$ cat src/rtl/mem_stage_dport.sv
// MEM-stage data-memory port: issues one read/write per load/store, stalls until
// the memory responds, and returns extended load data for MEM/WB.
module mem_stage_dport #(
   parameter int WORD_LEN = 32
) (
   input  logic                clk,
   input  logic                rst_n,
   input  logic                req_valid,
   input  logic                req_load,
   input  logic                req_store,
   input  logic [2:0]          req_funct3,
   input  logic [WORD_LEN-1:0] req_addr,
   input  logic [WORD_LEN-1:0] req_wdata,
   output logic                dmem_read,
   output logic                dmem_write,
   output logic [WORD_LEN-1:0] dmem_address,
   output logic [WORD_LEN-1:0] dmem_wdata,
   output logic [3:0]          dmem_wmask,
   input  logic [WORD_LEN-1:0] dmem_rdata,
   input  logic                dmem_resp,
   output logic                stall,
   output logic                resp_valid,
   output logic [WORD_LEN-1:0] load_data,
   output logic                misalign
);

   typedef enum logic [1:0] {IDLE, BUSY, DONE} state_t;

   state_t              state_q, state_d;
   logic                read_q, read_d;
   logic                write_q, write_d;
   logic [WORD_LEN-1:0] addr_q, addr_d;
   logic [WORD_LEN-1:0] wdata_q, wdata_d;
   logic [3:0]          wmask_q, wmask_d;
   logic [WORD_LEN-1:0] ldata_q, ldata_d;
   logic [2:0]          f3_q, f3_d;
   logic [1:0]          off_q, off_d;
   logic                is_load_q, is_load_d;

   logic       mem_op, illegal, misaligned, accept;
   logic       stall_c, resp_valid_c, misalign_c;
   logic [1:0] off;

   function automatic logic [WORD_LEN-1:0] fmt_load(input logic [2:0] f3,
                                                    input logic [1:0] sel,
                                                    input logic [WORD_LEN-1:0] rd);
      logic [WORD_LEN-1:0] sh;
      sh = rd >> {sel, 3'b000};
      case (f3)
         3'd0:    fmt_load = {{24{sh[7]}}, sh[7:0]};
         3'd1:    fmt_load = {{16{sh[15]}}, sh[15:0]};
         3'd2:    fmt_load = sh;
         3'd4:    fmt_load = {24'd0, sh[7:0]};
         3'd5:    fmt_load = {16'd0, sh[15:0]};
         default: fmt_load = '0;
      endcase
   endfunction

   function automatic logic [3:0] store_mask(input logic [2:0] f3, input logic [1:0] sel);
      case (f3[1:0])
         2'd0:    store_mask = 4'b0001 << sel;
         2'd1:    store_mask = 4'b0011 << sel;
         default: store_mask = 4'b1111;
      endcase
   endfunction

   assign off    = req_addr[1:0];
   assign mem_op = req_valid & (req_load | req_store);

   always_comb begin
      illegal = 1'b0;
      if (req_load)
         illegal = (req_funct3 == 3'd3) | (req_funct3 == 3'd6) | (req_funct3 == 3'd7);
      else if (req_store)
         illegal = (req_funct3 >= 3'd3);
   end

   assign misaligned = ((req_funct3[1:0] == 2'd1) & off[0]) |
                       ((req_funct3[1:0] == 2'd2) & (off != 2'd0));

   always_comb begin
      state_d      = state_q;
      read_d       = read_q;
      write_d      = write_q;
      addr_d       = addr_q;
      wdata_d      = wdata_q;
      wmask_d      = wmask_q;
      ldata_d      = ldata_q;
      f3_d         = f3_q;
      off_d        = off_q;
      is_load_d    = is_load_q;
      accept       = 1'b0;
      stall_c      = 1'b0;
      resp_valid_c = 1'b0;
      misalign_c   = 1'b0;
      case (state_q)
         IDLE: begin
            misalign_c = mem_op & (illegal | misaligned);
            accept     = mem_op & ~(illegal | misaligned);
            stall_c    = accept;
            if (accept) begin
               state_d   = BUSY;
               read_d    = req_load;
               write_d   = req_store;
               addr_d    = {req_addr[WORD_LEN-1:2], 2'b00};
               wdata_d   = req_store ? (req_wdata << {off, 3'b000}) : '0;
               wmask_d   = req_store ? store_mask(req_funct3, off) : 4'b0000;
               f3_d      = req_funct3;
               off_d     = off;
               is_load_d = req_load;
            end
         end
         BUSY: begin
            stall_c = 1'b1;
            if (dmem_resp) begin
               state_d = DONE;
               read_d  = 1'b0;
               write_d = 1'b0;
               ldata_d = is_load_q ? fmt_load(f3_q, off_q, dmem_rdata) : '0;
            end
         end
         DONE: begin
            resp_valid_c = 1'b1;
            state_d      = IDLE;
         end
         default: state_d = IDLE;
      endcase
   end

   // Reset clears datapath too: every output must read 0 while rst_n is low.
   always_ff @(posedge clk or negedge rst_n) begin
      if (!rst_n) begin
         state_q   <= IDLE;
         read_q    <= 1'b0;
         write_q   <= 1'b0;
         addr_q    <= '0;
         wdata_q   <= '0;
         wmask_q   <= 4'b0000;
         ldata_q   <= '0;
         f3_q      <= 3'd0;
         off_q     <= 2'd0;
         is_load_q <= 1'b0;
      end else begin
         state_q   <= state_d;
         read_q    <= read_d;
         write_q   <= write_d;
         addr_q    <= addr_d;
         wdata_q   <= wdata_d;
         wmask_q   <= wmask_d;
         ldata_q   <= ldata_d;
         f3_q      <= f3_d;
         off_q     <= off_d;
         is_load_q <= is_load_d;
      end
   end

   assign dmem_read    = read_q;
   assign dmem_write   = write_q;
   assign dmem_address = addr_q;
   assign dmem_wdata   = wdata_q;
   assign dmem_wmask   = wmask_q;
   assign load_data    = ldata_q;
   assign stall        = stall_c & rst_n;
   assign resp_valid   = resp_valid_c & rst_n;
   assign misalign     = misalign_c & rst_n;

endmodule
$ cat config.mk
export PLATFORM = sky130hd
export DESIGN_NAME = mem_stage_dport
export DESIGN_NICKNAME = d
export VERILOG_FILES = /design/src/rtl/mem_stage_dport.sv
export SDC_FILE = /design/constraint.sdc
export NUM_CORES = 1
export LEC_CHECK = 0
export ABC_AREA = 1
export BUFFER_PORTS_ARGS = -buffer_cell sky130_fd_sc_hd__buf_2
export CAP_MARGIN = 40
export CORE_AREA = 3 3 114 116
export CTS_BUF_LIST = sky130_fd_sc_hd__clkbuf_16
export CTS_CLUSTER_DIAMETER = 200
export DETAILED_ROUTE_END_ITERATION = 10
export DIE_AREA = 0 0 117 119
export PLACE_DENSITY = 0.75
export SYNTH_ARGS = -nofsm -noshare
export SYNTH_HDL_FRONTEND = slang
export SYNTH_SLANG_ARGS = --single-unit
$ cat constraint.sdc
create_clock -name clk -period 2.9 [get_ports clk]
set_input_delay 0.725 -clock clk [delete_from_list [all_inputs] [get_ports clk]]
set_output_delay 0.725 -clock clk [all_outputs]
set_load 0.005 [all_outputs]
==> out/qor.yml, run 1 <==
outcome: "finished clean"
grt_usage_pct: 23.0
clkSinkCount: 108
layout-drive-gt1-share_pct: 26.0
ys_seq_elements: 108
crit_start: "req_addr[1]"
yosys.area_share.simple_pct: 34.9
row_count: 40
pwr-share-comb_pct: 33.6
antenna_found_initial: 0
ys_warn_count: 0
path_class: "in2out"
n_fill_cell: 1177
critPathBufInv: 2
clock-root-buffer: "clkbuf_16"
leakage_nw: 4.09
io_buffers: 207
hold_viol: 0
cp_top_family: "simple AND/OR/NAND/NOR gates"
cts_hold_buf: 0
grt_pass1_vias: 5055
final_area_sq_um: 6840
dp.cells: 1075
critPathCaptureType: "primary output"
vias: 5454
synth_top_family_by_area: "simple AND/OR/NAND/NOR gates"
core_area_sq_um: 12000
synth_top_area_share_pct: 49.7
rr_startpoint: "off_q[0]$_DFFE_PN0P_"
syn_avg_cell_area_sq_um: 7.24
start_util_pct: 45.3
yosysTopAreaCell: "dfrtp_1"
clk_pin_slew_ps: 80
muxShareOfSynthArea_pct: 0.921
switching_share_pct: 36.6
post_drt_wl_per_cell_um: 14.5
clockBufferDepth: 2
gp_congestion: 0.904
worst_slack_ps: 560
drt_iter0_drc: 457
period_minus_slack_ps: 2340
gr-total-overflow: 0
whs_ps: 184
cts_resized: 0
max_freq_ghz: 0.427
synth_compound_area_share_pct: 7.73
fin_util_pct: 57.0
yosys.area_share.xor_xnor_pct: 0
viasPerCell: 5.00
drtPass1Iterations: 5
fin_tns_setup_ps: 0
rsz0062_at_grt: "false"
drcViolationCount: 0
p_per_area_nw_per_um2: 763
ys_types: 22
start_kind: "input pin"
synthToLayoutAreaGrowth_pct: 25.9
cts_tree: "done"
wl_um: 15800
post-route-period-util_pct: 80.7
finalClockSkew_ps: 9.01
antennaDiodeCount: 0
max_cap_viol_count: 0
ff2ff_setup_slack_ps: 990
die_h_um: 119
grt_max_degree: 55
pwr-share-clk_pct: 23.6
cp.arrival_ps: 1610
path_max_fanout: 7
ios: 210
ant_nets: 0
htree_levels: 3
critPathSlowestCell: "nor2_2"
nNetsFinal: 1044
p_seq_share_pct: 42.8
peakVddDrop_uv: 371
setup_violations: 0
ys_seq_area_share_pct: 49.7
cp.depth: 7
die_x_um: 117
path_cells: "buf_2, nor2_1, nor2_1, nor2_2, nand3_4, a21oi_1, buf_2"
syn-instance-count: 751
dp_hpwl_um: 11700
required_ps: 2170
finalPower_mw: 5.22
cts_buffers: 9
instances_no_fill: 1091
grt_pass1_wl_um: 25300
synthAdderAreaFrac_pct: 0
p_int_mw: 3.31
synth_area_sq_um: 5440
die-area_sq_um: 13900
post_cts_buffers: 0
pre_cts_ws_ps: 562
hold_class: "in2async"
tightest_slew_ps: 880
net-switching-power_mw: 1.91
worstSkewPairLatency_ps: 350
maxSlewViolCount: 0
max-slew-margin-rel_pct: 41.1
reg2regPathDepth: 7
slowest_delay_ps: 150
synth_area_leaders: "dfrtp_1 50%, nand2_1 27%, o21ai_0 5.8%, nand3_1 5.2%, inv_1 2.1%"
place_area_sq_um: 6540
-- power by group through the flow --
| stage | Combinational (mW) | Clock, mW | Sequential, mW |
|---|---|---|---|
| 6_report | 1.76 | 1.23 | 2.23 |
| 5_1_grt | 2.03 | 1.32 | 2.30 |
| 4_1_cts | 1.79 | 1.26 | 2.23 |
| 3_5_place_dp | 1.79 | 0 | 2.24 |
| 3_3_place_gp | 1.74 | 0 | 2.25 |
| 2_1_floorplan | 0.969 | 0 | 2.25 |
-- cell type report --
| cell class | count | area (sq um) | area share [%] |
|---|---|---|---|
| Sequential cell | 108 | 2700 | 39.5 |
| Tap cell | 147 | 184 | 2.69 |
| Clock inverter | 7 | 80.1 | 1.17 |
| Clock buffer | 9 | 225 | 3.29 |
| Timing Repair Buffer | 220 | 1150 | 16.8 |
| Inverter | 34 | 128 | 1.86 |
| Multi-Input combinational cell | 566 | 2380 | 34.7 |
-- cells by family after synthesis --
family                 after synthesis
and+or+nand+nor                    479
DFF                                108
AOI/OAI and AO/OA                   80
buffers and inverters               78
muxes                                5
other                                1
-- worst register-to-register path, cell delays in order (launching register included) --
cell and delay [ps]:
dfrtp_1 540, buf_4 290, nand2_1 70, nand3_1 120
nand3_1 420, nand3_1 270, nand2_1 70, nand2_1 70
-- worst paths after layout --
| check | to |
|---|---|
| worst max-delay path | stall |
| worst min-delay path | load_data[4]$_DFFE_PN0P_ |
| worst max register to register | load_data[18]$_DFFE_PN0P_ |
| worst min register to register | dmem_address[15]$_DFFE_PN0P_ |
| max in group asynchronous | dmem_wdata[23]$_DFFE_PN0P_ |
| min in group clk | dmem_address[15]$_DFFE_PN0P_ |
-- state kept, by name, indices dropped and copies added, names as in the netlist --
name	cells
dmem_write	1
dmem_address	30
load_data	32
state_q	2
f3_q	3
off_q	2
dmem_read	1
dmem_wmask	4
dmem_wdata	32
is_load_q	1
-- routing by layer --
metal  vias to the layer above  global-route usage, %  part of all wire (%)
li1                       2733                      -                     -
met4                         0                   7.03                   1.7
met5                         -                      0                     0
met1                      2466                   31.8                    44
met2                       238                   35.6                    45
met3                        17                   5.54                   9.3
-- cell usage after synthesis, drive strengths merged --
cell type,number
a21oi,3
o22ai,12
mux2i,5
o211ai,2
nor3,2
buf,31
conb,1
dfrtp,108
clkbuf,13
o21ai,63
nand3,58
nand2,388
inv,34
nor2,30
or2,1
-- cells in the final DEF, fill, tap and decap left out --
cell type and count:
clkbuf_16 9, nand3_1 57, inv_8 2, inv_6 1, clkinv_8 2, nor3_1 2
mux2i_1 5, a21oi_1 3, nor2_2 3, o21ai_0 63, buf_2 206, nand2_1 387
buf_12 1, clkinvlp_4 1, clkinv_4 1, nor2_1 27, o22ai_1 12, nand3_4 1
or2_1 1, inv_1 30, nand2_2 1, buf_4 13, inv_2 4, o211ai_1 2
conb_1 2, dfrtp_1 108
No activity file was read; power rests on OpenSTA's default activity.
==> run 2: changes to the inputs <==
--- a/config.mk
+++ b/config.mk
@@ -13,7 +13,7 @@
 export CTS_CLUSTER_DIAMETER = 200
 export DETAILED_ROUTE_END_ITERATION = 10
 export DIE_AREA = 0 0 117 119
-export PLACE_DENSITY = 0.75
+export PLACE_DENSITY = 0.78
 export SYNTH_ARGS = -nofsm -noshare
 export SYNTH_HDL_FRONTEND = slang
 export SYNTH_SLANG_ARGS = --single-unit
==> constraint.sdc (replaced) <==
create_clock -name clk -period 2.1 [get_ports clk]
set_input_delay 0.525 -clock clk [delete_from_list [all_inputs] [get_ports clk]]
set_output_delay 0.525 -clock clk [all_outputs]
set_load 0.005 [all_outputs]
==> out/qor.yml, run 2 (synthesis results as in run 1) <==
crit_start: "state_q[0]$_DFFE_PN0P_"  # was req_addr[1]
finalClockSkew_ps: 7.00  # was 9.01 ps
r2r-end: "dmem_wdata[12]$_DFFE_PN0P_"  # was load_data[18]$_DFFE_PN0P_
path_cells: "or2_4, nor2_4, nand3_4, a21oi_2, buf_2"  # was buf_2, nor2_1, nor2_1, nor2_2, nand3_4, a21oi_1, buf_2
final_area_sq_um: 6970  # was 6840 sq um
start_util_pct: 45.3  # unchanged
endpoint: "stall"  # unchanged
p_per_area_nw_per_um2: 1050  # was 763 nW/um^2
antennaDiodeCount: 0  # unchanged
critPathSlowestCell: "dfrtp_1"  # was nor2_2
post_drt_wl_per_cell_um: 14.8  # was 14.5 um
max_cap_viol_count: 0  # unchanged
final_cell_mix: "387 x nand2_1, 206 x buf_2, 108 x dfrtp_1"  # unchanged
drtPass1Iterations: 5  # unchanged
gp_congestion: 0.932  # was 0.904
period_minus_slack_ps: 2010
fin_tns_setup_ps: 0  # unchanged
die_h_um: 119  # unchanged
wl_um: 16300  # was 15,800 um
hold_viol: 0  # unchanged
max-slew-margin-rel_pct: 49.0  # was 41.1%
instances_no_fill: 1102  # was 1,091
rsz0062_at_grt: "false"  # unchanged
worstSkewPairLatency_ps: 350  # about the same
reg2regPathDepth: 8  # was 7
io_buffers: 207  # unchanged
place_area_sq_um: 6640  # was 6540 sq um
layout_commonest_cell: "nand2_1"  # unchanged
clockBufferDepth: 2  # unchanged
nNetsFinal: 1055  # was 1,044
start_kind: "register"  # was input pin
gr-total-overflow: 0  # unchanged
critPathCaptureType: "primary output"  # unchanged
htree_levels: 3  # unchanged
setup_violations: 0  # unchanged
layout-drive-gt1-share_pct: 27.0  # was 26.0%
dp.cells: 1085  # was 1,075
n_fill_cell: 1177  # unchanged
ff2ff_setup_slack_ps: 440  # was 990 ps
cts_tree: "done"  # unchanged
grt_pass1_wl_um: 25900  # was 25,300 um
cts_buffers: 9  # unchanged
drt_iter0_drc: 540  # was 457
cp.arrival_ps: 1490  # was 1610 ps
drcViolationCount: 0  # unchanged
die-area_sq_um: 13900  # unchanged
grt_usage_pct: 23.5  # was 23.0%
routed-wl-met3_um: 1650  # was 1470 um
clock-root-buffer: "clkbuf_16"  # unchanged
top_layer_used: "met4"  # unchanged
vias: 5581  # was 5,454
leakage_nw: 4.16  # was 4.09 nW
whs_ps: 197  # was 184 ps
viasPerCell: 5.06  # was 5.00
ant_nets: 0  # unchanged
synthToLayoutAreaGrowth_pct: 28.2  # was 25.9%
met2_length_um: 7650  # was 7170 um
rr_startpoint: "state_q[0]$_DFFE_PN0P_"  # was off_q[0]$_DFFE_PN0P_
slowest_delay_ps: 400  # was 150 ps
grt_max_degree: 62  # was 55
dp_hpwl_um: 12200  # was 11,700 um
die_x_um: 117  # unchanged
pre_cts_ws_ps: 130  # was 562 ps
core_area_sq_um: 12000  # unchanged
fin_util_pct: 58.0  # was 57.0%
outcome: "finished clean"  # unchanged
hold_class: "in2async"  # unchanged
tightest_slew_ps: 765  # was 880 ps
path_max_fanout: 2  # was 7
row_count: 40  # unchanged
required_ps: 1570  # was 2170 ps
post-route-period-util_pct: 95.8
worst_slack_ps: 87.5  # was 560 ps
peakVddDrop_uv: 502  # was 371 uV
path_class: "reg2out"  # was in2out
antenna_found_initial: 0  # unchanged
ios: 210  # unchanged
clk_pin_slew_ps: 80  # about the same
clkSinkCount: 108  # unchanged
grt_pass1_vias: 5191  # was 5,055
max_freq_ghz: 0.497
maxSlewViolCount: 0  # unchanged
met1_length_um: 6710  # was 6920 um
finalPower_mw: 7.35  # was 5.22 mW
==> run 2: worst max-delay path, delay by kind of cell, from the launching register on <==
family | cells | cell delay [ps]
flip-flops | 1 | 400
buffers and inverters | 1 | 130
AO/OA/AOI/OAI | 1 | 120
AND/OR/NAND/NOR | 3 | 490
==> run 2: repair_timing <==
| action | CTS | global route |
|---|---|---|
| resized for setup | 0 | 3 |
| hold buffers | 0 | 0 |
| setup endpoints to repair | 1 | 2 |
| setup buffers | 1 | 0 |
| pin swaps | 1 | 0 |
| cloned | 0 | 0 |
==> run 2: cell type report <==
cell class | count | area [sq um] | area share (%)
clock buffer | 9 | 225 | 3.23
inverter | 34 | 128 | 1.83
tap | 147 | 184 | 2.64
clock inverter | 7 | 86.3 | 1.24
multi-input combinational | 566 | 2390 | 34.3
sequential | 108 | 2700 | 38.8
timing repair buffer | 231 | 1260 | 18.0
==> run 2: how the worst min path moves through the flow <==
stage                                   end  slack (ps)  depth (start not counted)
2_1_floorplan  dmem_address[10]$_DFFE_PN0P_         230                          0
3_3_place_gp         dmem_write$_DFFE_PN0P_         460                          2
3_5_place_dp         dmem_write$_DFFE_PN0P_         450                          2
4_1_cts              dmem_write$_DFFE_PN0P_         200                          2
5_1_grt              dmem_write$_DFFE_PN0P_         210                          2
6_report              is_load_q$_DFFE_PN0P_         200                          2
==> run 2: report_power, final <==
part | total, mW | switching (mW) | internal (mW)
combinational | 2.54 | 1.46 | 1.08
sequential | 3.07 | 0.370 | 2.70
clock | 1.74 | 0.877 | 0.862
total | 7.35 | 2.70 | 4.65
==> run 2: per-layer routing <==
metal	vias up	GRT usage, %
li1	2758	-
met1	2539	31.0
met2	262	37.8
met3	22	6.40
met4	0	7.03
met5	-	0
==> run 3: changes to the inputs <==
--- a/config.mk
+++ b/config.mk
@@ -6,14 +6,15 @@
 export NUM_CORES = 1
 export LEC_CHECK = 0
 export ABC_AREA = 1
-export BUFFER_PORTS_ARGS = -buffer_cell sky130_fd_sc_hd__buf_2
 export CAP_MARGIN = 40
 export CORE_AREA = 3 3 114 116
 export CTS_BUF_LIST = sky130_fd_sc_hd__clkbuf_16
 export CTS_CLUSTER_DIAMETER = 200
 export DETAILED_ROUTE_END_ITERATION = 10
 export DIE_AREA = 0 0 117 119
-export PLACE_DENSITY = 0.78
+export DONT_BUFFER_PORTS = 1
+export PLACE_DENSITY = 0.62
+export RECOVER_POWER = 50
 export SYNTH_ARGS = -nofsm -noshare
 export SYNTH_HDL_FRONTEND = slang
 export SYNTH_SLANG_ARGS = --single-unit
==> out/qor.yml, run 3 (synthesis results as in run 1) <==
outcome: "finished with violations"  # was finished clean
failed_checks: "negative hold slack"
cp.depth: 5  # unchanged
instances_no_fill: 888  # was 1,102
period_minus_slack_ps: 2040  # was 2010 ps
post_drt_wl_per_cell_um: 16.5  # was 14.8 um
pwr-share-comb_pct: 25.3  # was 34.6%
cp.arrival_ps: 1510  # was 1490 ps
ant_nets: 0  # unchanged
ios: 210  # unchanged
rsz0062_at_grt: "true"  # was false
layout-drive-gt1-share_pct: 5.53  # was 27.0%
cp_top_family: "simple AND/OR/NAND/NOR gates"  # unchanged
r2r-end: "is_load_q$_DFFE_PN0P_"  # was dmem_wdata[12]$_DFFE_PN0P_
grt_pass1_wl_um: 23600  # was 25,900 um
p_int_mw: 4.13  # was 4.65 mW
drt_iter0_drc: 363  # was 540
path_max_fanout: 2  # unchanged
critPathSlowestCell: "dfrtp_1"  # unchanged
net-switching-power_mw: 2.33  # was 2.70 mW
clockBufferDepth: 2  # unchanged
htree_levels: 3  # unchanged
grt_pass1_vias: 4530  # was 5,191
die_x_um: 117  # unchanged
antenna_found_initial: 0  # unchanged
row_count: 40  # unchanged
whs_ps: -128  # was 197 ps
io_buffers: 0  # was 207
drtPass1Iterations: 5  # unchanged
rr_startpoint: "state_q[1]$_DFFE_PN0P_"  # was state_q[0]$_DFFE_PN0P_
hold_viol: 108  # was 0
crit_start: "state_q[1]$_DFFE_PN0P_"  # was state_q[0]$_DFFE_PN0P_
dp.cells: 871  # was 1,085
layout_commonest_cell: "nand2_1"  # unchanged
required_ps: 1570  # about the same
finalClockSkew_ps: 6.26  # was 7.00 ps
final_cell_mix: "387 x nand2_1, 108 x dfrtp_1, 63 x o21ai_0"  # was 387 x nand2_1, 206 x buf_2, 108 x dfrtp_1
grt_usage_pct: 21.3  # was 23.5%
gr-total-overflow: 0  # unchanged
path_cells: "or2_1, nor2_2, nand3_4, a21oi_2, buf_4"  # was or2_4, nor2_4, nand3_4, a21oi_2, buf_2
wl_um: 14600  # was 16,300 um
ff2ff_setup_slack_ps: 290  # was 440 ps
tightest_slew_ps: 580  # was 765 ps
viasPerCell: 5.28  # was 5.06
path_class: "reg2out"  # unchanged
clk_pin_slew_ps: 70  # was 80 ps
pwr-share-clk_pct: 24.4  # was 23.6%
post-route-period-util_pct: 97.1  # was 95.8%
switching_share_pct: 36.1  # was 36.8%
maxSlewViolCount: 0  # unchanged
max-slew-margin-rel_pct: 61.2  # was 49.0%
drcViolationCount: 0  # unchanged
slowest_delay_ps: 380  # was 400 ps
critPathCaptureType: "primary output"  # unchanged
p_per_area_nw_per_um2: 1110  # was 1050 nW/um^2
die-area_sq_um: 13900  # unchanged
gp_congestion: 0.967  # was 0.932
clkSinkCount: 108  # unchanged
leakage_nw: 3.18  # was 4.16 nW
endpoint: "stall"  # unchanged
fin_tns_setup_ps: 0  # unchanged
max_freq_ghz: 0.490  # was 0.497 GHz
start_kind: "register"  # unchanged
hold_class: "in2async"  # unchanged
antennaDiodeCount: 0  # unchanged
fin_util_pct: 48.5  # was 58.0%
p_seq_share_pct: 50.3  # was 41.8%
max_cap_viol_count: 0  # unchanged
grt_max_degree: 111  # was 62
worstSkewPairLatency_ps: 340  # was 350 ps
nNetsFinal: 841  # was 1,055
dp_hpwl_um: 10800  # was 12,200 um
cts_tree: "done"  # unchanged
die_h_um: 119  # unchanged
vias: 4685  # was 5,581
start_util_pct: 45.3  # unchanged
cts_buffers: 9  # unchanged
critPathBufInv: 1  # unchanged
setup_violations: 0  # unchanged
clock-root-buffer: "clkbuf_16"  # unchanged
peakVddDrop_uv: 467  # was 502 uV
reg2regPathDepth: 8  # unchanged
synthToLayoutAreaGrowth_pct: 7.11  # was 28.2%
core_area_sq_um: 12000  # unchanged
==> run 3: what timing repair did <==
action	4_1_cts	5_1_grt
hold endpoints to repair	108	108
pin swaps	1	4
setup endpoints to repair	1	1
gates resized for setup	0	1
buffers inserted	0	1
==> run 3: cell type report <==
class / count / area [sq um]
Multi-Input combinational cell: 566 / 2380
Clock inverter: 7 / 51.3
Sequential cell: 108 / 2700
Timing Repair Buffer: 17 / 153
Inverter: 34 / 128
Tap cell: 147 / 184
Fill cell: 1209 / 6190
Clock buffer: 9 / 225
==> run 3: worst min path at each step <==
| stage | start | end | slack, ps | cells after the start |
|---|---|---|---|---|
| floorplan | rst_n | dmem_address[10]$_DFFE_PN0P_ | 230 | 0 |
| global placement | rst_n | load_data[10]$_DFFE_PN0P_ | 230 | 0 |
| detailed placement | rst_n | load_data[10]$_DFFE_PN0P_ | 230 | 0 |
| CTS | rst_n | load_data[10]$_DFFE_PN0P_ | -140 | 0 |
| global route | rst_n | load_data[10]$_DFFE_PN0P_ | -150 | 0 |
| finish | rst_n | load_data[10]$_DFFE_PN0P_ | -130 | 0 |
==> run 3: per-layer routing <==
layer	wire length (um)	part of all wire (%)	track usage, %	vias to the layer above
li1	-	-	-	2330
met1	5860	40	27.1	2139
met2	6920	47	33.8	195
met3	1550	11	7.57	21
met4	281	1.9	7.10	0
met5	0	0	0	-
==> run 3: through the flow <==
stage | power [mW] | worst slack [ps] | instance area, sq um
after floorplan | 4.45 | 273 | 5440
after global placement | 4.89 | 263 | 5540
after detailed placement | 4.94 | 186 | 5540
after CTS | 6.54 | 12.7 | 5810
after global routing | 6.97 | -25.2 | 5820
final | 6.46 | 60.9 | 5820
==> run 3: power by group through the flow <==
stage,Clock [mW],Combinational (mW),Sequential (mW)
4_1_cts,1.62,1.64,3.28
6_report,1.58,1.63,3.25
3_3_place_gp,0,1.59,3.30
2_1_floorplan,0,1.34,3.11
5_1_grt,1.72,1.91,3.34
3_5_place_dp,0,1.63,3.31
